File: src/rtl/mmio_ctrl_regs_if.sv
// Host MMIO channel: the host issues writes and read requests, the register block returns read data.
interface mmio_if;
    logic        wr_en;
    logic [15:0] wr_addr;
    logic [63:0] wr_data;
    logic        rd_en;
    logic [15:0] rd_addr;
    logic [63:0] rd_data;

    modport host (output wr_en, wr_addr, wr_data, rd_en, rd_addr, input rd_data);
    modport user (input wr_en, wr_addr, wr_data, rd_en, rd_addr, output rd_data);
endinterface

File: src/rtl/mmio_ctrl_regs.sv
// Control/status register block for the accelerator: start address, arguments, go/done
// handshake, run-cycle counter, soft-reset pulse and unhalt control behind a host MMIO channel.
module mmio_ctrl_regs #(
    parameter int unsigned ADDR_WIDTH   = 64,
    parameter int unsigned NUM_ARGS     = 4,
    parameter logic [15:0] BASE_ADDR    = 16'h0050,
    parameter int unsigned RESET_CYCLES = 8,
    parameter int unsigned CNT_WIDTH    = 48
) (
    input  logic                                clk,
    input  logic                                rst,
    mmio_if.user                                mmio,
    output logic [ADDR_WIDTH-1:0]               start_addr,
    output logic [NUM_ARGS-1:0][ADDR_WIDTH-1:0] args,
    output logic                                go,
    output logic                                soft_reset,
    output logic                                unhalt,
    output logic                                busy,
    input  logic                                done
);
    localparam logic [14:0] LP_NUM_REGS     = 15'(5 + NUM_ARGS);
    localparam logic [7:0]  LP_RESET_CYCLES = 8'(RESET_CYCLES);

    logic [63:0]          r_scratch;
    logic                 r_doneSticky;
    logic                 r_doneQ;
    logic [CNT_WIDTH-1:0] r_cycles;
    logic [7:0]           r_srCount;

    logic [15:0] w_wrOff;
    logic [15:0] w_rdOff;
    logic [14:0] w_wrIdx;
    logic [14:0] w_rdIdx;
    logic        w_wrHit;
    logic        w_rdHit;
    logic        w_ctrlWr;
    logic        w_statusW1c;
    logic        w_srStart;
    logic        w_block;
    logic        w_goWr;
    logic        w_doneRise;
    logic [7:0]  w_srNext;
    logic [63:0] w_rdValue;

    // Registers sit at even word offsets from the base; subtraction wraps addresses below the base out of range.
    assign w_wrOff     = mmio.wr_addr - BASE_ADDR;
    assign w_rdOff     = mmio.rd_addr - BASE_ADDR;
    assign w_wrIdx     = w_wrOff[15:1];
    assign w_rdIdx     = w_rdOff[15:1];
    assign w_wrHit     = mmio.wr_en && !w_wrOff[0] && (w_wrIdx < LP_NUM_REGS);
    assign w_rdHit     = !w_rdOff[0] && (w_rdIdx < LP_NUM_REGS);
    assign w_ctrlWr    = w_wrHit && (w_wrIdx == 15'd0);
    assign w_statusW1c = w_wrHit && (w_wrIdx == 15'd2) && mmio.wr_data[0];
    assign w_srStart   = w_ctrlWr && mmio.wr_data[1];
    assign w_block     = soft_reset || w_srStart;
    assign w_goWr      = w_ctrlWr && mmio.wr_data[0] && !w_block;
    assign w_doneRise  = done && !r_doneQ;
    assign w_srNext    = w_srStart ? LP_RESET_CYCLES :
                         (r_srCount != 8'd0) ? (r_srCount - 8'd1) : 8'd0;

    always_comb begin
        w_rdValue = 64'd0;
        if (w_rdHit) begin
            case (w_rdIdx)
                15'd1:   w_rdValue = 64'(start_addr);
                15'd2:   w_rdValue = {59'd0, done, soft_reset, unhalt, busy, r_doneSticky};
                15'd3:   w_rdValue = 64'(r_cycles);
                15'd4:   w_rdValue = r_scratch;
                default: begin
                    for (int i = 0; i < int'(NUM_ARGS); i++) begin
                        if (w_rdIdx == 15'(5 + i)) w_rdValue = 64'(args[i]);
                    end
                end
            endcase
        end
    end

    always_ff @(posedge clk or posedge rst) begin
        if (rst) begin
            mmio.rd_data <= 64'd0;
        end else if (mmio.rd_en) begin
            mmio.rd_data <= w_rdValue;
        end
    end

    always_ff @(posedge clk or posedge rst) begin
        if (rst) begin
            start_addr <= '0;
            args       <= '0;
            r_scratch  <= 64'd0;
        end else if (w_wrHit) begin
            if (w_wrIdx == 15'd1) start_addr <= mmio.wr_data[ADDR_WIDTH-1:0];
            if (w_wrIdx == 15'd4) r_scratch <= mmio.wr_data;
            for (int i = 0; i < int'(NUM_ARGS); i++) begin
                if (w_wrIdx == 15'(5 + i)) args[i] <= mmio.wr_data[ADDR_WIDTH-1:0];
            end
        end
    end

    // Priority: soft reset over go, go over done rise, done rise over the sticky-flag clear.
    always_ff @(posedge clk or posedge rst) begin
        if (rst) begin
            r_doneQ      <= 1'b0;
            r_srCount    <= 8'd0;
            soft_reset   <= 1'b0;
            go           <= 1'b0;
            busy         <= 1'b0;
            r_doneSticky <= 1'b0;
            r_cycles     <= '0;
            unhalt       <= 1'b0;
        end else begin
            r_doneQ    <= done;
            r_srCount  <= w_srNext;
            soft_reset <= (w_srNext != 8'd0);
            go         <= w_goWr;
            if (w_block) begin
                busy         <= 1'b0;
                r_doneSticky <= 1'b0;
                r_cycles     <= '0;
                unhalt       <= 1'b0;
            end else begin
                if (w_goWr) begin
                    busy         <= 1'b1;
                    r_doneSticky <= 1'b0;
                    r_cycles     <= '0;
                end else begin
                    if (busy && (r_cycles != '1)) r_cycles <= r_cycles + CNT_WIDTH'(1);
                    if (w_doneRise) begin
                        busy         <= 1'b0;
                        r_doneSticky <= 1'b1;
                    end else if (w_statusW1c) begin
                        r_doneSticky <= 1'b0;
                    end
                end
                if (w_ctrlWr && mmio.wr_data[3]) begin
                    unhalt <= 1'b0;
                end else if (w_ctrlWr && mmio.wr_data[2]) begin
                    unhalt <= 1'b1;
                end
            end
        end
    end
endmodule

File: src/flat_wrapper.sv
// flat-port wrapper written by rule: the top's interface ports become plain ports
module mmio_ctrl_regs_flat 
#(
    parameter int unsigned ADDR_WIDTH   = 64,
    parameter int unsigned NUM_ARGS     = 4,
    parameter logic [15:0] BASE_ADDR    = 16'h0050,
    parameter int unsigned RESET_CYCLES = 8,
    parameter int unsigned CNT_WIDTH    = 48
)
  (clk, rst, start_addr, args, go, soft_reset, unhalt, busy, done, mmio_wr_en, mmio_wr_addr, mmio_wr_data, mmio_rd_en, mmio_rd_addr, mmio_rd_data);
  mmio_if mmio_i ();
  input  logic clk;
  input  logic rst;
  output logic [ADDR_WIDTH-1:0] start_addr;
  output logic [NUM_ARGS-1:0][ADDR_WIDTH-1:0] args;
  output logic go;
  output logic soft_reset;
  output logic unhalt;
  output logic busy;
  input  logic done;
  input wire logic [$bits(mmio_i.wr_en)-1:0] mmio_wr_en;
  input wire logic [$bits(mmio_i.wr_addr)-1:0] mmio_wr_addr;
  input wire logic [$bits(mmio_i.wr_data)-1:0] mmio_wr_data;
  input wire logic [$bits(mmio_i.rd_en)-1:0] mmio_rd_en;
  input wire logic [$bits(mmio_i.rd_addr)-1:0] mmio_rd_addr;
  output wire logic [$bits(mmio_i.rd_data)-1:0] mmio_rd_data;
  assign mmio_i.wr_en = mmio_wr_en;
  assign mmio_i.wr_addr = mmio_wr_addr;
  assign mmio_i.wr_data = mmio_wr_data;
  assign mmio_i.rd_en = mmio_rd_en;
  assign mmio_i.rd_addr = mmio_rd_addr;
  assign mmio_rd_data = mmio_i.rd_data;
  mmio_ctrl_regs #(.ADDR_WIDTH(ADDR_WIDTH), .NUM_ARGS(NUM_ARGS), .BASE_ADDR(BASE_ADDR), .RESET_CYCLES(RESET_CYCLES), .CNT_WIDTH(CNT_WIDTH)) u_core (.clk(clk), .rst(rst), .mmio(mmio_i), .start_addr(start_addr), .args(args), .go(go), .soft_reset(soft_reset), .unhalt(unhalt), .busy(busy), .done(done));
endmodule
File: config.mk
export PLATFORM = sky130hd
export DESIGN_NAME = mmio_ctrl_regs_flat
export DESIGN_NICKNAME = d
export VERILOG_FILES = /design/src/rtl/mmio_ctrl_regs_if.sv /design/src/rtl/mmio_ctrl_regs.sv /design/src/flat_wrapper.sv
export SDC_FILE = /design/constraint.sdc
export NUM_CORES = 1
export LEC_CHECK = 0
export CORE_ASPECT_RATIO = 0.5
export CORE_MARGIN = 4
export CORE_UTILIZATION = 25
export DETAILED_ROUTE_END_ITERATION = 8
export GPL_TIMING_DRIVEN = 0
export HOLD_SLACK_MARGIN = 0.02
export PLACE_DENSITY = 0.56
export SLEW_MARGIN = 20
export SYNTH_ARGS = -nofsm -noshare
export SYNTH_HDL_FRONTEND = slang
export SYNTH_SLANG_ARGS = --single-unit
export TNS_END_PERCENT = 10
File: constraint.sdc
create_clock -name clk -period 21 [get_ports clk]
set_clock_uncertainty 0.05 [all_clocks]
set_input_delay 2.1 -clock clk [delete_from_list [all_inputs] [get_ports clk]]
set_output_delay 2.1 -clock clk [all_outputs]
set_load 0.02 [all_outputs]
==> impl_metrics.yaml <==
run_status:
  run_status: "finished clean"
route:
  post_drt_via_cell_ratio: 4.99
  routed_wl_um: 99700
  ant_nets: 0
  drc: 0
  dr.pass1.iters: 6
  vias: 19700
  wl_per_cell_um: 25.3
  drtIter0Drc: 1671
sta:
  maxSlewViolCount: 0
  relSlewSlack_pct: 27.1
  worstMarginPinSlew_ns: 1.08
  hold_violations: 0
  setup_violations: 0
  hold_slack_ns: 0.457
  fin_crit_ns: 6.23
  period_share_pct: 29.7
  fmax_mhz: 160
  rsz0062_at_grt: "no"
pwr:
  p_per_area_nw_per_um2: 64.5
  switching_share_pct: 24.7
  p_int_mw: 1.60
  seqPwrFrac_pct: 47.2
  power_frac_clock_pct: 46.1
  switchingPower_mw: 0.525
  p_comb_share_pct: 6.7
  ir_worst_vdd_mv: 0.0655
  power_mw: 2.12
  leakagePower_nw: 14.1
clock_tree:
  cts-root-buf: "clkbuf_16"
  numClockSinks: 510
  post_cts_buffers: 0
  clk_latency_ns: 0.62
  cts_buffers: 53
  cts_tree: "done"
  cts.repair.resized: 0
  path_clk_slew_ns: 0.06
  ctsHoldBuffers: 0
  clockBufferDepth: 3
  htreeDepth: 2
worst_hold_path:
  hp-start: "u_core.r_scratch[20]"
  hold_path_depth: 1
  hold_class: "reg2reg"
  min_to: "u_core.r_scratch[20]"
grt:
  grt_pass1_wl_um: 144000
  grt_overflow: 0
  grt_pass1_vias: 20100
  antenna_found_initial: 7
  grt_max_degree: 104
  grt_usage_pct: 18.6
cells_and_area:
  mostFrequentLayoutCells: "dfrtp_1 (510), clkdlybuf4s50_1 (483), mux2_2 (375), nand2_1 (132), clkbuf_1 (94)"
  utilization_pct: 34.2
  final_cells: 3940
  fin_area_um2: 32900
  area_delta_synth_final_pct: 34.5
  drive_above_1_share_pct: 21.0
  layout_commonest_cell: "dfrtp_1"
  layout.nets: 2688
synth:
  seq_area_frac_synth_pct: 52.1
  synth-seq-cells: 510
  synth-edff-count: 0
  yosysWarnings: 0
  avgSynthCellArea_um2: 12.0
  ys_top_cells_by_area: "dfrtp_1 (52%), mux2_2 (17%), mux2i_1 (2.8%)"
  yosysTopAreaCellShare_pct: 52.1
  synthArstFlopShare_pct: 100
  syn_nets: 2143
  synth_cell_types: 73
  synth_top_area_cell: "dfrtp_1"
  synthesis.area_um2: 24500
  synthesis.instances: 2035
  synth_flop_cell: "dfrtp_1"
die:
  core_um2: 96300
  start_util_pct: 25.4
  die_h_um: 229
  rows: 80
  fp.dieArea_um2: 103000
  die_x_um: 451
  num_io_pins: 489
critical_path:
  r2r-end: "u_core.r_cycles[44]"
  r2r_cells: 6
  end_kind: "register"
  crit_fanout: 10
  cp_data_required_time_ns: 21.48
  path_class: "in2reg"
  r2r-start: "u_core.r_cycles[2]"
  setup.worst_path.start_class: "input port"
  r2r_slack_ns: 18.32
  arrival_ns: 6.72
place:
  port_buffers: 483
  gp_congestion: 0.866
  dp_hpwl_um: 75900
  placed_area_um2: 31100
  dpl.cell_count: 3836
flow_run:
  cap_violations: 0
==> worst max path at each step <==
stage / from / end / slack (ns)
2_1_floorplan: rst / u_core.args[0] / 4.61
3_3_place_gp: rst / u_core.args[155] / -2.29
3_5_place_dp: mmio_rd_addr[4] / u_core.mmio.rd_data[5] / 14.13
4_1_cts: mmio_rd_addr[4] / u_core.mmio.rd_data[5] / 14.77
5_1_grt: mmio_rd_addr[4] / u_core.mmio.rd_data[5] / 14.49
6_report: mmio_rd_addr[4] / u_core.mmio.rd_data[11] / 14.77
==> critical path, stage by stage <==
cell and delay, ns:
clkdlybuf4s50_1 0.54, buf_1 0.44, inv_1 0.13, ha_1 0.21
buf_2 0.17, or3b_1 0.34, buf_2 0.17, a21oi_1 0.72
clkbuf_1 0.81, clkbuf_1 0.53, a22o_1 0.24, o2111ai_1 0.13
o21bai_1 0.17
==> registers in the layout, summed over array words and instances (netlist names) <==
signal	flops
u_core.mmio.rd_data	64
u_core.unhalt	1
u_core.r_doneQ	1
u_core.go	1
u_core.busy	1
u_core.r_cycles	48
u_core.soft_reset	1
u_core.start_addr	64
u_core.r_doneSticky	1
u_core.r_srCount	8
u_core.args	256
u_core.r_scratch	64
==> final cells by class <==
type	instances	area, µm²
flip-flops and latches	510	12800
fillers	9750	63400
repair buffers	490	4990
clock inverters	26	297
plain buffers	146	683
clock buffers	73	1480
multi-input cells	1341	10900
diodes	4	10.0
inverters	38	150
well taps	1312	1640
==> layer usage <==
metal / up-vias / share of wire [%] / track usage (%)
li1: 8682 / - / -
met1: 10300 / 40 / 22.8
met2: 500 / 51 / 32.8
met3: 138 / 4.9 / 3.22
met4: 6 / 3.4 / 6.60
met5: - / 0.034 / 0
==> cells by family after synthesis <==
kind of cell / after synthesis / synth area share (%)
flops: 510 / 52.1
mux: 453 / 20.5
simple gates: 427 / 9.02
compound gates: 400 / 12.8
buf+inv: 184 / 3.36
xor+xnor: 54 / 1.93
fa+ha+maj: 7 / 0.358
==> stage by stage <==
step / setup WS, ns / setup TNS, ns
finish: 14.77 / 0
global route: 14.49 / 0
CTS: 14.77 / 0
detailed placement: 14.13 / 0
global placement: -2.29 / -1132.56
floorplan: 4.61 / 0
==> power by group through the flow <==
stage	clock network [mW]	logic (mW)	registers, mW
2_1_floorplan	0	0.0739	1.02
3_3_place_gp	0	0.137	1.02
3_5_place_dp	0	0.142	1.02
4_1_cts	1.00	0.143	1.00
5_1_grt	1.04	0.156	1.00
6_report	0.980	0.142	1.00
==> Yosys cell counts, types with 5 or more instances <==
master / instances
nand3_1: 17
o22ai_1: 16
nand2b_1: 28
clkbuf_1: 82
o21bai_1: 24
dfrtp_1: 510
mux2_2: 375
o21ai_0: 72
buf_4: 15
and2_1: 5
a211oi_1: 6
nand2_1: 132
xnor2_1: 17
a2111oi_0: 44
a221o_1: 24
o31ai_1: 21
nor3b_1: 7
and3_1: 25
o2bb2ai_1: 21
o311ai_0: 24
nor2b_1: 32
inv_1: 38
buf_2: 37
buf_1: 8
nand4_1: 34
and4_1: 7
mux2i_1: 69
xor2_1: 37
mux2_1: 9
ha_1: 7
a22o_1: 57
a221oi_1: 13
a21oi_1: 20
nor2_1: 75
nor4_1: 9
nor3_1: 24
o2111ai_1: 24
Note: power is estimated with default switching activity, not from simulation.
